**src/rtl/ir_prefetch_queue.sv**
```systemverilog
`default_nettype none
// ============================================================================
// Module   : ir_prefetch_queue
// Brief    : Instruction register fed by a DEPTH-entry prefetch FIFO with
//            same-edge bypass, branch flush and valid/ready flow control.
// Revision : 1.0 - initial release
// ============================================================================
module ir_prefetch_queue #(
   parameter int                DATA_W = 32,
   parameter int                DEPTH  = 4,
   parameter logic [DATA_W-1:0] NOP    = '0
) (
   input  logic                     CLK,
   input  logic                     Reset,
   input  logic                     Flush,
   input  logic                     InValid,
   input  logic [DATA_W-1:0]        InData,
   output logic                     InReady,
   input  logic                     IRWre,
   output logic [DATA_W-1:0]        IR_Out,
   output logic                     IRValid,
   output logic [$clog2(DEPTH):0]   Count
);

   localparam int                c_AW       = $clog2(DEPTH);
   localparam logic [c_AW-1:0]   c_PTR_ONE  = {{(c_AW-1){1'b0}}, 1'b1};
   localparam logic [c_AW:0]     c_CNT_ONE  = {{c_AW{1'b0}}, 1'b1};
   localparam logic [c_AW:0]     c_CNT_FULL = (c_AW+1)'(DEPTH);

   logic [DATA_W-1:0] r_mem [DEPTH];
   logic [c_AW-1:0]   r_rd_ptr;
   logic [c_AW-1:0]   r_wr_ptr;
   logic [c_AW:0]     r_count;
   logic [DATA_W-1:0] r_ir;
   logic              r_ir_valid;

   logic w_empty;
   logic w_push;
   logic w_pop_mem;
   logic w_bypass;
   logic w_wr_mem;

   assign w_empty   = (r_count == '0);
   assign InReady   = (r_count != c_CNT_FULL) && !Flush;
   assign w_push    = InValid && InReady;
   assign w_pop_mem = IRWre && !w_empty;
   assign w_bypass  = IRWre && w_empty && w_push;
   // A bypassed word goes straight to the IR and never occupies storage.
   assign w_wr_mem  = w_push && !w_bypass;

   always_ff @(negedge CLK) begin
      if (w_wr_mem) begin
         r_mem[r_wr_ptr] <= InData;
      end
   end

   always_ff @(negedge CLK or posedge Reset) begin
      if (Reset) begin
         r_rd_ptr   <= '0;
         r_wr_ptr   <= '0;
         r_count    <= '0;
         r_ir       <= NOP;
         r_ir_valid <= 1'b0;
      end else if (Flush) begin
         r_rd_ptr   <= '0;
         r_wr_ptr   <= '0;
         r_count    <= '0;
         r_ir       <= NOP;
         r_ir_valid <= 1'b0;
      end else begin
         if (w_wr_mem) begin
            r_wr_ptr <= r_wr_ptr + c_PTR_ONE;
         end
         if (w_pop_mem) begin
            r_rd_ptr <= r_rd_ptr + c_PTR_ONE;
         end
         if (w_wr_mem && !w_pop_mem) begin
            r_count <= r_count + c_CNT_ONE;
         end else if (w_pop_mem && !w_wr_mem) begin
            r_count <= r_count - c_CNT_ONE;
         end
         if (IRWre) begin
            if (w_pop_mem) begin
               r_ir       <= r_mem[r_rd_ptr];
               r_ir_valid <= 1'b1;
            end else if (w_bypass) begin
               r_ir       <= InData;
               r_ir_valid <= 1'b1;
            end else begin
               // Underflow: keep the stale word but mark it invalid.
               r_ir_valid <= 1'b0;
            end
         end
      end
   end

   assign IR_Out  = r_ir;
   assign IRValid = r_ir_valid;
   assign Count   = r_count;

endmodule
`default_nettype wire

```
**config.mk**
```make
export PLATFORM = sky130hd
export DESIGN_NAME = ir_prefetch_queue
export DESIGN_NICKNAME = d
export VERILOG_FILES = /design/src/rtl/ir_prefetch_queue.sv
export SDC_FILE = /design/constraint.sdc
export NUM_CORES = 1
export LEC_CHECK = 0
export ABC_AREA = 1
export CORE_ASPECT_RATIO = 2
export CORE_UTILIZATION = 53
export CTS_CLUSTER_DIAMETER = 50
export DETAILED_ROUTE_END_ITERATION = 12
export PLACE_DENSITY = 0.75
export RECOVER_POWER = 25
export SETUP_SLACK_MARGIN = 0.02
export SYNTH_ARGS = -nofsm -noshare
export SYNTH_HDL_FRONTEND = slang
export SYNTH_SLANG_ARGS = --single-unit
```
**constraint.sdc**
```tcl
create_clock -name CLK -period 3.42 [get_ports CLK]
set_input_delay 0.342 -clock CLK [delete_from_list [all_inputs] [get_ports CLK]]
set_output_delay 0.342 -clock CLK [all_outputs]
set_load 0.05 [all_outputs]
```
# == After elaboration in Yosys (flattened, before gate mapping) ==
# Memories as Yosys holds them, arrays and structs flattened.
# Cells that the tools add are included.
# classes
addsub,4
eq_ne,1
mux,17
n_reduce_logical,20
# op_table
cell,count
$mux 32,4
$mux 3,3
$logic_and 1x1->1,8
$mux 2,4
$mux 1,6
$reduce_bool 2->1,3
$reduce_bool 3->1,2
$logic_not 1->1,5
$add 2x1->2 const B,2
$add 3x1->3 const B,1
$logic_not 3->1,1
$ne 3x3->1 const B,1
$sub 3x1->3 const B,1
$reduce_and 2->1,1
# totals
reg_bits,40
ram_bits,128
inputBits,37
out_inout_bits,37
wordCells,48
n_memories,1
# memory_table
memory,words,width,rd,rd_ports_with_merged_regs,write_ports,line_no,rtl
r_mem,4,32,1,0,1,30,logic [DATA_W-1:0] r_mem [DEPTH];

# == Depth between registers and ports, before layout ==
# logic_depth
ltp_word,11
mapped_depth,12
mapped_depth_nobuf,12

==> results.sh <==
export IMPL_status="complete, no violations"
export IMPL_synth_simple_gate_area_share_pct=20.5
export IMPL_fp_dieW_microns=83.6
export IMPL_power_frac_clock_pct=35.2
export IMPL_max_slew_worst_pin_slew_ns=1.17
export IMPL_crit_buf_inv=2
export IMPL_routed_wl_mm=17.8
export IMPL_final_common_cell="nand2_1"
export IMPL_required_ns=3.08
export IMPL_portBuffers=73
export IMPL_drive_gt1_share_pct=13.9
export IMPL_overflow=0
export IMPL_start_util_pct=54.3
export IMPL_synth_compound_area_share_pct=5.96
export IMPL_power_density_mw_per_mm2=778
export IMPL_clk_pin_slew_ns=0.05
export IMPL_cts_sinks=168
export IMPL_root_buffer="clkbuf_16"
export IMPL_p_comb_share_pct=29.7
export IMPL_io_pins=74
export IMPL_grt_pass1_wl_mm=28.5
export IMPL_cts_tree="built"
export IMPL_drc=0
export IMPL_cpMaxStageDelayCell="dfrtn_1"
export IMPL_yosysSeqAreaShare_pct=68.7
export IMPL_grt_max_degree=66
export IMPL_coreArea_sq_mm=0.0130
export IMPL_p_seq_share_pct=35.1
export IMPL_sw_frac_of_total_pct=38.0
export IMPL_synthDistinctLibCells=25
export IMPL_clockBufferDepth=2
export IMPL_nFillCells=857
export IMPL_ys_warn_count=0
export IMPL_crit_type="reg -> out"
export IMPL_syn2layout_area_growth_pct=34.4
export IMPL_cts_buffers=17
export IMPL_netlist_area_leader_share_pct=54.5
export IMPL_gr_usage_all_layers_pct=26.9
export IMPL_p_int_w=0.00457
export IMPL_ys_top_cells_by_area="edfxtp_1, dfrtn_1, nand2_1"
export IMPL_hold_viol_final=0
export IMPL_maxSlewHeadroom_pct=22.1
export IMPL_path_max_fanout=2
export IMPL_synth_xor_area_share_pct=0.124
export IMPL_final_cell_mix="nand2_1, inv_1, edfxtp_1"
export IMPL_gp_congestion=0.862
export IMPL_fin_ws_ns=0.0476
export IMPL_synth_top_family_by_area="simple AND/OR/NAND/NOR gates"
export IMPL_layout_nets=907
export IMPL_htree_num_levels=4
export IMPL_yosys_area_share_adder_pct=0.993
export IMPL_p_sw_w=0.00280
export IMPL_hp_class="reg -> reg"
export IMPL_drt_iter0_drc=503
export IMPL_worstPathArrival_ns=3.03
export IMPL_path_delay_family="flip-flops"
export IMPL_muxShareOfSynthArea_pct=0
export IMPL_grt_pass1_vias=5881
export IMPL_rsz0062_at_grt="no"
export IMPL_crit_start="Count[1]"
export IMPL_post_place_ws_ns=-0.676
export IMPL_hp_start="IR_Out[7]"
export IMPL_synth_area_leader_cell="edfxtp_1"
export IMPL_syn_inst=649
export IMPL_finalSetupTns_ns=0
export IMPL_p_leak_nw=4.32
export IMPL_cp_start_kind="register"
export IMPL_vias=5762
export IMPL_dp_hpwl_mm=10.4
export IMPL_die_area_sq_mm=0.0138
export IMPL_max_stage_delay_ns=0.46
export IMPL_setup_violations=0
export IMPL_wire_per_inst_microns=17.3
export IMPL_rows=59
export IMPL_clk_latency_ns=0.47
export IMPL_synth_nets=691
export IMPL_firstDrtPassIters=5
export IMPL_cp_end_kind="primary output"
export IMPL_irDropWorstVdd_uv=534
export IMPL_final_antenna_net_count=0
export IMPL_avgSynthCellArea_sq_um=10.9
export IMPL_crit_chain="nor2_4 -> a21oi_4 -> buf_4 -> buf_12"
export IMPL_syn_cell_area_sq_mm=0.00706
export IMPL_p_total_w=0.00737
export IMPL_max_cap_violations=0
export IMPL_vias_per_cell=5.59
export IMPL_r2r_start="Count[2]"
export IMPL_drv_slew=0
export IMPL_antenna_found_initial=1
export IMPL_die_height_microns=165
export IMPL_ys_ff_latch=168
export IMPL_clock_skew_ns=0.0767
kinds of logic after synthesis:
| logic type | after synthesis |
|---|---|
| compound gates | 75 |
| xor+xnor | 1 |
| fa+ha+maj | 5 |
| buf+inv | 59 |
| flops | 168 |
| simple gates | 341 |
cells in the mapped netlist, drive strengths merged:
library cell and n:
nand4 1, nand3 102, dfrtn 40, edfxtp 128, inv 20, clkbuf 10
fa 1, xnor2 1, o21ai 54, o211ai 11, nand2 151, a21oi 9
buf 29, nor2 87, o31ai 1, ha 4
through the flow:
stage / hold slack [ns] / cell area (sq um) / utilization [%] / instances
finish: 0.462 / 9480 / 73.0 / 1031
global route: 0.492 / 9480 / 73.0 / 1031
CTS: 0.466 / 9480 / 73.0 / 1029
detailed placement: 0.456 / 8350 / 64.2 / 866
global placement: 0.432 / 8350 / 64.2 / 866
floorplan: 0.415 / 7140 / - / 649
area by class of cell:
type | count | area [sq um] | share of cell area [%]
Clock buffer | 19 | 454 | 4.79
Tap cell | 152 | 190 | 2.01
Clock inverter | 141 | 643 | 6.78
Inverter | 19 | 81.3 | 0.858
Antenna cell | 1 | 2.50 | 0.0264
Multi-Input combinational cell | 422 | 2020 | 21.3
Sequential cell | 168 | 4840 | 51.1
Timing Repair Buffer | 109 | 1250 | 13.2
power groups by stage:
stage	clock network (W)	logic, W	registers, W
global placement	0.000224	0.00206	0.00262
CTS	0.00261	0.00219	0.00259
detailed placement	0.000224	0.00211	0.00263
global route	0.00282	0.00235	0.00260
finish	0.00260	0.00219	0.00259
floorplan	0.000224	0.000871	0.00304
worst min-delay path, cell delays in order (launching register included):
cell and delay (ns):
dfrtn_1 0.41, nand3_1 0.07, nand2_1 0.07
registers in the layout (all words and copies together), names as in the netlist:
| name | count |
|---|---|
| IRValid | 1 |
| r_mem | 128 |
| IR_Out | 32 |
| r_wr_ptr | 2 |
| r_rd_ptr | 2 |
| Count | 3 |
metal layers:
layer	GRT usage (%)	part of all wire, %	vias up
met5	0	0	-
met4	15.9	3.4	0
met3	3.98	5.4	49
met2	48.9	54	245
met1	29.7	37	2802
li1	-	-	2666
final timing paths:
path | to | slack, ns | depth (start not counted)
max in group asynchronous | IR_Out[1] | 0.36 | 3
min | IR_Out[7] | 0.46 | 2
max reg2reg | Count[2] | 1.36 | 13
max | InReady | 0.05 | 4
min reg2reg | IR_Out[7] | 0.46 | 2
min in group asynchronous | IR_Out[15] | 2.34 | 3
what timing repair did:
action,4_1_cts,5_1_grt
resized for setup,3,2
pin swaps,1,1
endpoints found under the setup margin,2,22
hold buffers,0,0
setup buffers,4,1
hold endpoints to repair,0,0
Note: power is estimated with default switching activity, not from simulation.
==> RTL edit 1, RTL diff (same settings) <==
Change the parameter `DATA_W` from 32 to 48.
--- a/src/rtl/ir_prefetch_queue.sv
+++ b/src/rtl/ir_prefetch_queue.sv
@@ -8,3 +8,3 @@
 module ir_prefetch_queue #(
-   parameter int                DATA_W = 32,
+   parameter int                DATA_W = 48,
    parameter int                DEPTH  = 4,
Ports: changed (resized IR_Out and InData); port bits go from 74 to 106. No check against the original RTL was run, so the function may have changed too.
==> RTL edit 1 against the unedited design <==
The flow now finishes with violations (setup timing). Worst setup slack worse by 0.13 ns. Global-route usage down 1.3 points. Final area is 46% higher. Sequential cell count is 80 higher. Combinational power is 42% higher. First-iteration DRC count grew 17%. Area after synthesis increased by 53%. Total power rose by 43%. Wire length rose by 44%. Critical path type unchanged.
==> RTL edit 1: results (changes against the unedited design) <==
----------------------------------------------------
[Logic synthesis]
  Count of flip-flops with a built-in enable after synthesis ... 192 (was 128)
  Yosys warns ... 0 (unchanged)
  Synth cell count leaders ... 192 x edfxtp_1, 168 x nand2_1, 114 x inv_1, 102 x nand3_1, 102 x nor2_1 (was 150 x nand2_1, 128 x edfxtp_1, 102 x nand3_1, 84 x nor2_1)
  Synthesized Nets ... 1056 (was 691)
  Number of distinct library cells after synthesis ... 28 (was 25)
  Sequential area share after synthesis ... 66.4% (was 68.7%)
  Async set or reset register ratio after synthesis ... 22.6% (was 23.8%)
  Top cells by area in the synthesized netlist ... edfxtp_1 53%, dfrtn_1 13%, nand2_1 5.8% (was edfxtp_1 54%, dfrtn_1 14%, nand2_1 8.0%)

[Outcome]
  Status ... complete, but fails checks (was completed)
  Failing checks ... setup timing

[STA]
  Final hold slack ... 0.478 ns (was 0.462 ns)
  Largest clock skew in the final design ... 0.0808 ns (was 0.0767 ns)
  Setup violators final ... 1 (was 0)
  Headroom to the max-slew limit ... 31.7% (was 22.1%)
  Least setup slack across all paths after layout ... -0.0793 ns (was 0.0476 ns)

[Power]
  Power Internal ... 0.00642 W (was 0.00457 W)
  Sequential-cell power consumption ... 0.00382 W (was 0.00259 W)
  Static Leak ... 6.40 nW (was 4.32 nW)
  Peak supply drop ... 0.598 mV (was 0.534 mV)
  Net switching power of the design ... 0.00409 W (was 0.00280 W)
  Part of the total power dissipated in the clock network ... 34.0% (was 35.2%)

[Clock network]
  Clk Latency, worst-skew pair ... 0.60 ns (was 0.47 ns)
  Total of cells resized after clock tree synthesis ... 2 (was 3)
  Htree depth ... 1 (was 4)
  Number of buffers inserted during clock tree synthesis ... 22 (was 17)
  Largest buffer count on any clock path ... 3 (was 2)

[Global route]
  Total global routing track utilization ... 25.6% (was 26.9%)
  Pin count of the biggest net entering global routing ... 146 (was 66)
  Number of antenna violations at the first check in global routing ... 0 (was 1)
  Wire length of the first global-routing pass ... 40.6 mm (was 28.5 mm)
  Number of global-route vias before repair ... 8564 (was 5881)

[Cells and area]
  Count of inserted antenna diode cells ... 0 (was 1)
  Utilization after layout ... 69.4% (was 73.0%)
  Reg with most FFs ... r_mem (unchanged)
  Number of nets in the finished design ... 1364 (was 907)
  Number of filler cells placed in the layout ... 1464 (was 857)
  Number of flip-flops in the largest register ... 192 (was 128)
  Fraction of final layout cells with drive strength greater than 1 ... 17.8% (was 13.9%)

[Worst setup path]
  Arr. time, crit path ... 3.16 ns (was 3.03 ns)
  Slack of the worst reg-to-reg path ... 1.48 ns (was 1.36 ns)

[Place]
  Hpwl dp ... 14.8 mm (was 10.4 mm)
  Instance area after placement ... 12300 sq um (was 8350 sq um)
  Total of buffers placed on input and output ports ... 105 (was 73)
  Routability-driven placement congestion ratio ... 0.745 (was 0.862)

[Routing]
  DRC marker count from the first detailed-route iteration ... 586 (was 503)
  Detailed Route WL ... 25.7 mm (was 17.8 mm)
  Via count of the routed design ... 8267 (was 5762)

----------------------------------------------------
## RTL edit 1: cell count changes after synthesis, moves of 11 or more
| cell | delta |
|---|---|
| o21ai_0 | +51 |
| edfxtp_1 | +64 |
| nor2_1 | +18 |
| inv_1 | +95 |
| nand2_1 | +18 |
| dfrtn_1 | +16 |
| o211ai_1 | -11 |
| nand2_2 | +41 |
| o21ai_2 | +40 |
## RTL edit 1: metal layers
metal / GRT usage [%] / vias up / wire (um)
met5: 0 / - / 0
met4: 13.1 / 0 / 881
met3: 3.53 / 64 / 1340
met2: 48.1 / 337 / 14500
met1: 26.7 / 3950 / 8990
li1: - / 3916 / -
## RTL edit 1: area by class of cell
class	instances	area share (%)
sequential	248	51.9
multi-input combinational	577	21.0
inverter	116	3.29
clock inverter	203	5.95
tap	262	2.37
timing repair buffer	149	10.6
clock buffer	29	4.94
## RTL edit 1: cell families (layout without fill, tap and decap cells)
family / Yosys count / in the layout / synth area share [%]
flops: 248 / 248 / 66.4
fa+ha+maj: 5 / 5 / 0.650
buf+inv: 173 / 497 / 7.34
compound gates: 152 / 152 / 8.48
xor+xnor: 1 / 1 / 0.0812
simple gates: 419 / 419 / 17.0
## RTL edit 1: worst paths after layout
kind / end / from / cells after the start
worst max-delay path: InReady / Count[0] / 4
worst min-delay path: IR_Out[11] / IR_Out[11] / 2
worst max register to register: Count[2] / Count[2] / 13
worst min register to register: IR_Out[11] / IR_Out[11] / 2
max in group asynchronous: IR_Out[20] / Reset / 3
min in group asynchronous: Count[0] / Reset / 3
## RTL edit 1: through the flow
step	TNS, ns	setup slack (ns)	instances
detailed placement	-78.48	-0.486	1350
floorplan	-26.44	-0.153	998
CTS	-0.110	-0.110	1585
global placement	-76.44	-0.464	1350
finish	-0.0793	-0.0793	1584
global route	-0.115	-0.115	1584
==> RTL edit 2, RTL diff (same flow settings) <==
Without the edit above. Reset style: synchronous (`Reset`), changed in one clocked block.
--- a/src/rtl/ir_prefetch_queue.sv
+++ b/src/rtl/ir_prefetch_queue.sv
@@ -56,3 +56,3 @@
 
-   always_ff @(negedge CLK or posedge Reset) begin
+   always_ff @(negedge CLK) begin
       if (Reset) begin
Formal check against the unedited RTL: differs if Reset is asserted again (counterexample within 4 cycles, from zero or initial values and one cycle with Reset high); with Reset held inactive, the same outputs for 4 cycles.
==> RTL edit 2 against the unedited design <==
Area after synthesis up 9.0%. Global-route usage up 0.27 points. Cell count up 30%. Final area up 6.9%. Critical path type unchanged. Wire length up 6.4%. Largest cell class unchanged. Highest routed layer unchanged. Die area up 8.8%. Sequential cell count up 2. Worst setup slack worse by 0.025 ns.
Power is not compared: it rests on default switching activity, and its combinational part moved more than twofold at a synthesized area within 25%.
==> RTL edit 2: results (changes against the unedited design) <==
----------------------------------------------------
[Outcome]
  Status ... completed (unchanged)

[Worst setup path]
  Arr. time, crit path ... 3.06 ns (was 3.03 ns)
  Top fanout value on the critical path ... 4 (was 2)
  Worst R2R Start ... Count[2] (unchanged)
  Source of the critical timing path ... Count[1] (unchanged)

[Global route]
  Met3 usage ... 9.45% (was 3.98%)
  Number of global-route vias before repair ... 6987 (was 5881)
  Pin count of the biggest net entering global routing ... 65 (was 66)
  Total global routing track utilization ... 27.2% (was 26.9%)
  Grt met1 use ... 24.4% (was 29.7%)
  Met2 track demand over resource ... 49.8% (was 48.9%)
  Wire length of the first global-routing pass ... 30.5 mm (was 28.5 mm)

[Routing]
  Via count of the routed design ... 6550 (was 5762)
  Total iterations of the first detailed-routing run ... 7 (was 5)
  Detailed Route WL ... 19.0 mm (was 17.8 mm)
  DRC marker count from the first detailed-route iteration ... 563 (was 503)

[STA]
  Worst Tran Pin Value ... 0.841 ns (was 1.17 ns)
  Largest clock skew in the final design ... 0.0416 ns (was 0.0767 ns)

[Place]
  Hpwl dp ... 11.0 mm (was 10.4 mm)
  Place WS ... -0.464 ns (was -0.676 ns)
  Number of placed instances with taps included ... 1142 (was 866)
  Routability-driven placement congestion ratio ... 0.804 (was 0.862)

[Logic synthesis]
  Synth cell count leaders ... 294 x nand2_1, 176 x inv_1, 128 x edfxtp_1, 97 x nand3_1, 74 x nor2_1 (was 150 x nand2_1, 128 x edfxtp_1, 102 x nand3_1, 84 x nor2_1)
  Async set or reset register ratio after synthesis ... 0% (was 23.8%)
  Sequential area share after synthesis ... 60.9% (was 68.7%)
  Synthesized Nets ... 924 (was 691)
  Average size of a mapped cell ... 8.73 sq um (was 10.9 sq um)
  Number of distinct library cells after synthesis ... 22 (was 25)
  Top cells by area in the synthesized netlist ... edfxtp_1 50%, nand2_1 14%, dfxtp_1 11% (was edfxtp_1 54%, dfrtn_1 14%, nand2_1 8.0%)

[Power]
  Static Leak ... 5.34 nW

[Clock network]
  Clk Latency, worst-skew pair ... 0.49 ns (was 0.47 ns)
  Clk root buf ... clkbuf_16 (unchanged)

[Cells and area]
  Number of nets in the finished design ... 1186 (was 907)
  Fraction of final layout cells with drive strength greater than 1 ... 11.2% (was 13.9%)
  Cell Count, Final, Fillers Out ... 1344 (was 1031)

[Hold path]
  Worst hold path startpoint ... Count[0] (was IR_Out[7])

----------------------------------------------------
-- RTL edit 2: changes by cell type after synthesis, sizes merged, moves of 5 or more --
cell    unedited run  this run
inv               20       179
nand2            151       296
o21ai             54         7
dfxtp              0        42
dfrtn             40         0
nor2              87        75
o211ai            11         0
buf               29        35
clkbuf            10         5
-- RTL edit 2: repair_timing --
| action | CTS | global route |
|---|---|---|
| endpoints found under the hold margin | 0 | 0 |
| setup endpoints to repair | 2 | 2 |
| resized for setup | 5 | 4 |
| pin swaps | 1 | 2 |
| setup buffers | 0 | 2 |
-- RTL edit 2: worst paths after layout --
path / to / slack (ns) / cells after the start
setup / recovery: InReady / 0.02 / 4
setup reg to reg: Count[2] / 1.52 / 11
hold / removal: Count[0] / 0.50 / 1
hold reg to reg: Count[0] / 0.50 / 1
-- RTL edit 2: critical path: stages, from the launching register on --
cell	delay [ns]
dfxtp_4	0.35
nor2_4	0.18
a21oi_4	0.09
buf_6	0.13
buf_12	0.13
-- RTL edit 2: routing by layer --
layer	vias to the layer above	wire, um	part of all wire (%)
li1	3220	-	-
met1	3035	6670	35
met2	247	10700	57
met3	48	971	5.1
met4	0	586	3.1
met5	-	0	0
-- RTL edit 2: final cells by class --
type                    instances  area, sq um
diodes                          1         2.50
clock buffers                  17          425
clock inverters               183          785
fillers                      1043         3910
inverters                     178          673
multi-input cells             492         2160
flip-flops and latches        170         4690
well taps                     189          236
repair buffers                114         1150
-- RTL edit 2: cell families (layout without fill, tap and decap cells) --
group	count (synthesis)	after routing	synth area share [%]
XOR/XNOR	1	1	0.114
AND/OR/NAND/NOR	470	470	25.0
buffers and inverters	219	492	11.9
AO/OA/AOI/OAI	15	15	0.977
other	0	1	0
flip-flops	170	170	60.9
adder cells (fa/ha/maj)	6	6	1.07
-- RTL edit 2: power by group --
group | leakage, nW | switching (W) | internal, W
Sequential | 1.50 | 0.0000225 | 0.00228
Combinational | 2.65 | 0.000352 | 0.000211
Clock | 1.19 | 0.00142 | 0.00129
Total | 5.34 | 0.00180 | 0.00378
-- RTL edit 2: through the flow --
step | area (sq um) | hold WS, ns
finish | 10100 | 0.502
global route | 10100 | 0.518
CTS | 10100 | 0.496
detailed placement | 8890 | 0.492
global placement | 8890 | 0.472
floorplan | 7750 | 0.457
